File: config.mk
export PLATFORM = sky130hd
export DESIGN_NAME = game_state_keeper_flat
export DESIGN_NICKNAME = d
export VERILOG_FILES = /design/src/rtl/game_state_keeper_pkg.sv /design/src/rtl/game_state_keeper_if.sv /design/src/rtl/game_state_keeper_history_ring.sv /design/src/rtl/game_state_keeper.sv /design/src/flat_wrapper.sv
export SDC_FILE = /design/constraint.sdc
export NUM_CORES = 1
export LEC_CHECK = 0
export ABC_CLOCK_PERIOD_IN_PS = 31600
export CORE_MARGIN = 2
export CORE_UTILIZATION = 50
export CTS_BUF_LIST = sky130_fd_sc_hd__clkbuf_2 sky130_fd_sc_hd__clkbuf_4 sky130_fd_sc_hd__clkbuf_8
export CTS_CLUSTER_SIZE = 14
export DETAILED_ROUTE_END_ITERATION = 12
export GPL_TIMING_DRIVEN = 0
export PLACE_DENSITY = 0.82
export RECOVER_POWER = 25
export SLEW_MARGIN = 10
export SYNTH_ARGS = -nofsm -noshare
export SYNTH_HDL_FRONTEND = slang
export SYNTH_HIERARCHICAL = 1
export SYNTH_SLANG_ARGS = --single-unit
File: constraint.sdc
create_clock -name clk -period 31.6 [get_ports clk]
set_input_delay 3.16 -clock clk [delete_from_list [all_inputs] [get_ports clk]]
set_output_delay 3.16 -clock clk [all_outputs]
set_load 0.01 [all_outputs]
File: src/rtl/game_state_keeper_pkg.sv
// Purpose: shared widths, field offsets and update-source codes for the game state keeper.
// Latency: n/a (declarations only).
// Backpressure: n/a.
package game_state_keeper_pkg;

  localparam int STATE_W    = 134;

  // game_state packing: {way[63:0], box[63:0], player[5:0]}
  localparam int WAY_MSB    = 133;
  localparam int WAY_LSB    = 70;
  localparam int BOX_MSB    = 69;
  localparam int BOX_LSB    = 6;
  localparam int PLAYER_MSB = 5;
  localparam int PLAYER_LSB = 0;

  typedef enum logic [1:0] {
    SEL_LOAD    = 2'b00,
    SEL_MOVE    = 2'b01,
    SEL_RSVD    = 2'b10,
    SEL_RETRACT = 2'b11
  } sel_e;

endpackage

File: src/rtl/game_state_keeper_if.sv
// Purpose: controller <-> state keeper bundle (update request in, live state and counters out).
// Latency: n/a (wiring only).
// Backpressure: none; an update is accepted on every cycle en is high.
// Ports: en/sel/level_state/move_state driven by the controller side (master);
//        game_state/step_count/undo_count/can_retract driven by the keeper (slave).
interface game_state_keeper_if #(
  parameter int STEP_W  = 10,
  parameter int DEPTH_W = 3
);
  import game_state_keeper_pkg::*;

  logic               en;
  logic [1:0]         sel;
  logic [STATE_W-1:0] level_state;
  logic [STATE_W-1:0] move_state;
  logic [STATE_W-1:0] game_state;
  logic [STEP_W-1:0]  step_count;
  logic [DEPTH_W:0]   undo_count;
  logic               can_retract;

  modport master (
    output en, sel, level_state, move_state,
    input  game_state, step_count, undo_count, can_retract
  );

  modport slave (
    input  en, sel, level_state, move_state,
    output game_state, step_count, undo_count, can_retract
  );

endinterface

File: src/rtl/game_state_keeper_history_ring.sv
// Purpose: DEPTH x W circular undo history; push overwrites the oldest entry when full.
// Latency: push/pop/clear take effect on the next edge; dout is combinational on the pointer.
// Backpressure: none; pop on an empty ring is ignored, push on a full ring overwrites.
// Ports: clk, reset (sync, active-high), push/pop/clear strobes, din (entry to save),
//        dout (most recently pushed entry), count (valid entries, 0..DEPTH).
module history_ring #(
  parameter int DEPTH   = 8,
  parameter int DEPTH_W = 3,
  parameter int W       = 134
) (
  input  logic           clk,
  input  logic           reset,
  input  logic           push,
  input  logic           pop,
  input  logic           clear,
  input  logic [W-1:0]   din,
  output logic [W-1:0]   dout,
  output logic [DEPTH_W:0] count
);

  localparam logic [DEPTH_W-1:0] PTR_ONE  = 1;
  localparam logic [DEPTH_W:0]   CNT_ONE  = 1;
  localparam logic [DEPTH_W:0]   CNT_FULL = (DEPTH_W+1)'(DEPTH);

  logic [W-1:0]       mem [DEPTH];
  logic [DEPTH_W-1:0] wr_ptr;

  // Pointer wraps naturally because DEPTH is a power of two.
  assign dout = mem[wr_ptr - PTR_ONE];

  always_ff @(posedge clk) begin
    if (reset || clear) begin
      wr_ptr <= '0;
      count  <= '0;
    end else if (push) begin
      wr_ptr <= wr_ptr + PTR_ONE;
      if (count != CNT_FULL) begin
        count <= count + CNT_ONE;
      end
    end else if (pop && (count != '0)) begin
      wr_ptr <= wr_ptr - PTR_ONE;
      count  <= count - CNT_ONE;
    end
  end

  // Storage carries no reset; entries beyond count are never read back.
  always_ff @(posedge clk) begin
    if (push && !clear) begin
      mem[wr_ptr] <= din;
    end
  end

endmodule

File: src/rtl/game_state_keeper.sv
// Purpose: live game state register, step counter and bounded undo for the current level.
// Latency: 1 cycle from an accepted update to game_state/step_count/undo_count.
// Backpressure: none; retract with an empty history and sel=10 are silently ignored.
// Ports: clk, reset (sync, active-high); bus (slave modport): en/sel/level_state/move_state in,
//        game_state/step_count/undo_count/can_retract out.
module game_state_keeper
  import game_state_keeper_pkg::*;
#(
  parameter int DEPTH   = 8,
  parameter int DEPTH_W = 3,
  parameter int STEP_W  = 10
) (
  input  logic               clk,
  input  logic               reset,
  game_state_keeper_if.slave bus
);

  localparam logic [STEP_W-1:0] STEP_ONE = 1;
  localparam logic [STEP_W-1:0] STEP_MAX = '1;

  logic [STATE_W-1:0] state_q;
  logic [STEP_W-1:0]  step_q;
  logic [STATE_W-1:0] hist_top;
  logic [DEPTH_W:0]   hist_cnt;
  logic               do_load;
  logic               do_move;
  logic               do_retract;

  always_comb begin
    do_load    = 1'b0;
    do_move    = 1'b0;
    do_retract = 1'b0;
    if (bus.en) begin
      case (bus.sel)
        SEL_LOAD:    do_load    = 1'b1;
        SEL_MOVE:    do_move    = 1'b1;
        // An empty history makes retract a full no-op, including the step counter.
        SEL_RETRACT: do_retract = (hist_cnt != '0);
        default:     ;
      endcase
    end
  end

  history_ring #(
    .DEPTH   (DEPTH),
    .DEPTH_W (DEPTH_W),
    .W       (STATE_W)
  ) u_history (
    .clk   (clk),
    .reset (reset),
    .push  (do_move),
    .pop   (do_retract),
    .clear (do_load),
    .din   (state_q),
    .dout  (hist_top),
    .count (hist_cnt)
  );

  always_ff @(posedge clk) begin
    if (reset) begin
      state_q <= '0;
      step_q  <= '0;
    end else if (do_load) begin
      state_q <= bus.level_state;
      step_q  <= '0;
    end else if (do_move) begin
      state_q <= bus.move_state;
      if (step_q != STEP_MAX) begin
        step_q <= step_q + STEP_ONE;
      end
    end else if (do_retract) begin
      state_q <= hist_top;
      if (step_q != '0) begin
        step_q <= step_q - STEP_ONE;
      end
    end
  end

  assign bus.game_state  = state_q;
  assign bus.step_count  = step_q;
  assign bus.undo_count  = hist_cnt;
  assign bus.can_retract = (hist_cnt != '0);

endmodule

File: src/flat_wrapper.sv
// flat-port wrapper written by rule: the top's interface ports become plain ports
module game_state_keeper_flat import game_state_keeper_pkg::*;
#(
  parameter int DEPTH   = 8,
  parameter int DEPTH_W = 3,
  parameter int STEP_W  = 10
)
  (clk, reset, bus_en, bus_sel, bus_level_state, bus_move_state, bus_game_state, bus_step_count, bus_undo_count, bus_can_retract);
  game_state_keeper_if #(.STEP_W(STEP_W), .DEPTH_W(DEPTH_W)) bus_i ();
  input  logic clk;
  input  logic reset;
  input wire logic [$bits(bus_i.en)-1:0] bus_en;
  input wire logic [$bits(bus_i.sel)-1:0] bus_sel;
  input wire logic [$bits(bus_i.level_state)-1:0] bus_level_state;
  input wire logic [$bits(bus_i.move_state)-1:0] bus_move_state;
  output wire logic [$bits(bus_i.game_state)-1:0] bus_game_state;
  output wire logic [$bits(bus_i.step_count)-1:0] bus_step_count;
  output wire logic [$bits(bus_i.undo_count)-1:0] bus_undo_count;
  output wire logic [$bits(bus_i.can_retract)-1:0] bus_can_retract;
  assign bus_i.en = bus_en;
  assign bus_i.sel = bus_sel;
  assign bus_i.level_state = bus_level_state;
  assign bus_i.move_state = bus_move_state;
  assign bus_game_state = bus_i.game_state;
  assign bus_step_count = bus_i.step_count;
  assign bus_undo_count = bus_i.undo_count;
  assign bus_can_retract = bus_i.can_retract;
  game_state_keeper #(.DEPTH(DEPTH), .DEPTH_W(DEPTH_W), .STEP_W(STEP_W)) u_core (.clk(clk), .reset(reset), .bus(bus_i));
endmodule
# After elaboration in Yosys (flattened, before gate mapping)
# Memory sizes are Yosys's and may differ from the RTL's.
# Index checks and enable logic that the tools add are counted.
classes:
  n_addsub: 6
  n_eq_ne: 6
  muxes: 20
  reduce_logical: 14
op_table:
  columns: ["cell", "n"]
  rows:
  - ["$mux W134", 3]
  - ["$mux W10", 4]
  - ["$mux W4", 3]
  - ["$add A10 B1 Y10 const B", 1]
  - ["$ne A10 B10 Y1 const B", 1]
  - ["$reduce_bool A10 Y1", 1]
  - ["$sub A10 B1 Y10 const B", 1]
  - ["$mux W1", 8]
  - ["$mux W3", 2]
  - ["$reduce_bool A2 Y1", 3]
  - ["$add A4 B1 Y4 const B", 1]
  - ["$ne A2 B1 Y1 const B", 2]
  - ["$ne A4 B4 Y1 const B", 1]
  - ["$reduce_bool A4 Y1", 1]
  - ["$sub A4 B1 Y4 const B", 1]
  - ["$add A3 B1 Y3 const B", 1]
  - ["$reduce_and A3 Y1", 1]
  - ["$reduce_bool A3 Y1", 1]
  - ["$sub A3 B1 Y3 const B", 1]
  - ["$eq A2 B1 Y1 const B", 1]
  - ["$eq A2 B2 Y1 const B", 1]
  - ["$logic_and A1 B1 Y1", 2]
  - ["$logic_not A2 Y1", 1]
  - ["$reduce_and A2 Y1", 1]
  - ["other kinds (3)", 3]
totals:
  regBits: 151
  ramBits: 1072
  input_bits: 273
  output_inout_bits: 149
  wordCells: 51
  memories: 1
memory_table:
  columns: ["name", "words", "width", "read_ports", "rd_ports_with_merged_regs", "wr", "line_no", "text"]
  rows:
  - ["u_core.u_history.mem", 8, 134, 1, 0, 1, "game_state_keeper_history_ring.sv:25", "logic [W-1:0] mem [DEPTH];"]

# Depth between registers and ports, before layout
logic_depth:
  ltp_word: 7
  depth_mapped: 11
  depth_no_buf: 8

# Modules after synthesis
# Netlist, hierarchy kept.
modules_own_cells:
  columns: ["mod", "instances", "cells_per_inst", "area_each_um2", "seq_area_each_um2"]
  rows:
  - ["history_ring", 1, 1612, 40784.1, 32331.0]
  - ["game_state_keeper", 1, 1011, 8029.0, 2882.8]

# Worst setup path after synthesis
# No wires, ideal clock.
synth_timing:
  path_kind: "input -> register"
  start: "input bus_sel[1]"
  end: "memory u_core.u_history.mem[2][0], enable pin"
  setup_time_ns: 0.791
  t_arrival_ns: 13.361
  required_ns: 30.809
  path_slack_ns: 17.448
  stages: 5
  n_path_buf: 0
  path_cell_list: "nand3b_1 inv_1 inv_2 or3_1 nor3_1"
synth_via:
  elab_cells_between_ends: 10
  cone_classes: "eq/ne: 1; mux: 6; reduce/logical: 3"
synth_rtl:
  columns: ["item", "line_no", "text"]
  rows:
  - ["start, declared", "flat_wrapper.sv:13", "input wire logic [$bits(bus_i.sel)-1:0] bus_sel;"]
  - ["$eq A2 B1 Y1", "game_state_keeper.sv:34", "case (bus.sel)"]
  - ["$mux W1", "game_state_keeper.sv:34", null]
  - ["$mux W1", "game_state_keeper.sv:33", "if (bus.en) begin"]
  - ["via u_core.do_move", "game_state_keeper.sv:26", "logic do_move;"]
  - ["$logic_and A1 B1 Y1", "game_state_keeper_history_ring.sv:48", "if (push && !clear) begin"]
  - ["$mux W1", "game_state_keeper_history_ring.sv:48", null]
  - ["$mux W1 (not written as such)", "game_state_keeper_history_ring.sv:49", "mem[wr_ptr] <= din;"]
  - ["end, declared", "game_state_keeper_history_ring.sv:25", null]
# The timed path passes the listed nets, and every way through them passes these cells.

# Final worst setup path
layout_timing:
  start: "input bus_sel[1]"
  end: "memory u_core.u_history.mem[2][69], enable pin"
# The elaborated chain is that of the path after synthesis.

==> key figures <==
Outcome
  • Status: finished, final reports clean

Logic synthesis
  • Ys flop type: edfxtp_1
  • Cell taking the most area after synthesis: edfxtp_1
  • Seq/Total Area, Yosys: 72.1%
  • Warnings from Yosys: 6
  • Syn_nets: 2910
  • Synth async-reset ratio: 0%
  • Avg Inst Size Synth: 18.6 µm²
  • Cell variety after synth: 52
  • Top cells by area, synth: edfxtp_1 (66%), mux4_2 (12%), dfxtp_1 (6.2%)
  • Mapped Area: 48800 µm²
  • Count leader, synth: edfxtp_1
  • Post-synth top area share: 65.9%
  • Synth top cells by count: edfxtp_1 (1072), nand2_1 (277), mux4_2 (268)
  • Mapped Cells: 2623
  • Number of synthesized register bits: 1223
  • Number of synthesized flops with an enable pin: 1072

Power and ir drop
  • IR Drop Worst-Case VDD: 0.0000352 V
  • Seq pwr share: 52.5%
  • Comb power frac: 6.9%
  • Switching share of power: 22.1%
  • Switching Power: 0.000764 W
  • PwrDens: 57.4 nW/µm²
  • P_int: 0.00268 W
  • Leak: 19.7 nW
  • Clock power frac: 40.6%

Min path
  • Hold WC Path Type: register to register

Timing
  • Worst slew pin tran: 1.30 ns
  • Final Slew Violations: 0
  • Final hold vios: 0
  • RSZ-0062 raised after global routing: no
  • Final worst path period share: 21.1%
  • Final WS setup: 24.93 ns
  • Skew final: 0.0557 ns
  • Slew margin rel.: 13.4%
  • Min cycle time layout: 6.67 ns
  • Final setup viols: 0
  • F_max: 150 MHz
  • Setup TNS: 0 ns

Floorplanning
  • Placeable Area: 96700 µm²
  • Initial Util: 50.5%
  • Die area: 100000 µm²
  • I/O Pins: 422
  • Die height: 316 µm
  • DIE WIDTH: 316 µm
  • # rows: 114

Detailed routing
  • Drt drc: 0
  • Drt total wl: 121 mm
  • DRT antenna net count: 0
  • Routed len/inst: 25.6 µm
  • First-pass iteration count of the detailed router: 6
  • Initial DRC count: 2738
  • Via count: 27900
  • Vias per cell: 5.88

Clocking
  • Clock Path Buffers: 3
  • CTS Sinks: 1223
  • Setup Fix Bufs, Post-CTS: 0
  • CTS tree: built
  • Hold Buf Count CTS: 0
  • Resized cells post-CTS: 0
  • Clk_lat worst skew: 0.87 ns
  • Root buffer cell: clkbuf_8
  • CTS H-tree lvls: 4
  • CTS buffer count: 185
  • Reg clk slew, reported paths: 0.06 ns

Global route
  • GRT Resource Usage Total: 24.1%
  • Global-route wire length before repair: 177 mm
  • Largest net degree at the start of global routing: 24
  • Vias in the first global route: 28400
  • Initial antenna violation count: 5
  • Final global-route overflow total: 0

Finish
  • Area growth syn-to-layout: 23.2%
  • Layout cell share with drive strength beyond 1: 26.3%
  • NumNets Final: 3598

Setup path
  • Critical Path RT: 32.12 ns
  • Crit path max-delay family: buffers and inverters
  • Worst setup EP type: register
  • Critical path cell sequence: clkdlybuf4s50_1 -> nand3b_1 -> inv_1 -> inv_2 -> or3_1 -> nor3_2 -> buf_4 -> buf_6 -> buf_4 -> buf_4 -> buf_6 -> buf_6 -> buf_6 -> buf_4
  • Critical Path Max Stage Delay: 0.54 ns
  • Arrival time worst endpoint: 7.19 ns
  • Slowest CP cell: or3_1
  • Worst Path Buf+Inv: 11
  • Worst-path maximum fanout: 11
  • Critical path class: primary input to register
  • CP Launch Type: primary input

Place
  • PortBufs: 421
  • Final Wtd Congestion: 0.801
  • DP HPWL: 78.8 mm
  • Pre-CTS setup slack: 24.15 ns

Run
  • Max_cap viols: 0
-- flip-flops by register name (all words and copies together), names as in the netlist --
| register | flops |
|---|---|
| u_core/bus.game_state | 134 |
| u_core/u_history/count | 4 |
| u_core/u_history/mem | 1072 |
| u_core/u_history/wr_ptr | 3 |
| u_core/bus.step_count | 10 |
-- worst register-to-register path: stages, from the launching register on --
cell and delay (ns):
dfxtp_1 0.35, buf_6 0.13, clkbuf_1 0.56, inv_1 0.21, ha_1 0.35, buf_2 0.32, buf_2 0.53, buf_1 0.71
mux4_2 0.43, mux2_2 0.30, o211ai_1 0.20, a21oi_1 0.09
-- final timing paths --
| check | start | end | slack [ns] | cells after the start |
|---|---|---|---|---|
| max | bus_sel[1] | u_core/u_history/mem[2][69] | 24.93 | 14 |
| min reg2reg | u_core/bus.game_state[39] | u_core/u_history/mem[0][39] | 0.56 | 0 |
| min | u_core/bus.game_state[39] | u_core/u_history/mem[0][39] | 0.56 | 0 |
| max reg2reg | u_core/u_history/wr_ptr[0] | u_core/bus.game_state[128] | 27.30 | 11 |
-- cells in the final DEF, fill, tap and decap left out, types with 51 or more instances in the layout --
master           instances
clkdlybuf4s50_1        421
a21oi_1                142
clkbuf_8               218
dfxtp_1                151
buf_2                   51
mux2i_1                139
o211ai_1               137
mux4_2                 268
clkbuf_1                60
edfxtp_1              1072
clkbuf_4                57
nand2_1                277
mux2_2                 134
-- logic make-up after synthesis --
| kind of cell | count (synthesis) | synth area share [%] |
|---|---|---|
| flops | 1223 | 72.1 |
| mux | 541 | 18.3 |
| simple gates | 342 | 2.87 |
| compound gates | 311 | 4.07 |
| buf+inv | 182 | 2.03 |
| fa+ha+maj | 14 | 0.390 |
| xor+xnor | 10 | 0.195 |
-- final cells by class --
type	count	area (µm²)
flip-flops and latches	1223	35200
repair buffers	501	5530
fillers	6600	36600
diodes	1	2.50
inverters	13	48.8
clock inverters	73	684
clock buffers	275	3430
multi-input cells	1218	12700
plain buffers	169	947
well taps	1276	1600
-- per-layer routing --
layer	GRT usage, %	part of all wire [%]	up-vias
li1	-	-	12000
met1	31.5	38	14300
met2	40.1	50	1413
met3	4.89	8.5	203
met4	9.04	3.0	0
met5	0	0	-
-- stage by stage --
| stage | hold WS (ns) | area (µm²) | std cells | util, % | power, W |
|---|---|---|---|---|---|
| detailed placement | 0.542 | 56000 | 4400 | 57.9 | 0.00208 |
| CTS | 0.552 | 60100 | 4748 | 62.2 | 0.00347 |
| floorplan | 0.494 | 48800 | 2623 | - | 0.00196 |
| global route | 0.574 | 60100 | 4749 | 62.2 | 0.00356 |
| finish | 0.558 | 60100 | 4749 | 62.2 | 0.00345 |
| global placement | 0.513 | 54600 | 4320 | 56.5 | 0.00208 |
-- power by group through the flow --
stage | logic (W) | clock network [W] | registers, W
after floorplan | 0.000122 | 0 | 0.00184
after global placement | 0.000231 | 0 | 0.00184
after detailed placement | 0.000238 | 0 | 0.00184
after CTS | 0.000240 | 0.00142 | 0.00181
after global routing | 0.000253 | 0.00149 | 0.00181
final | 0.000239 | 0.00140 | 0.00181
No activity file was read; power rests on OpenSTA's default activity.
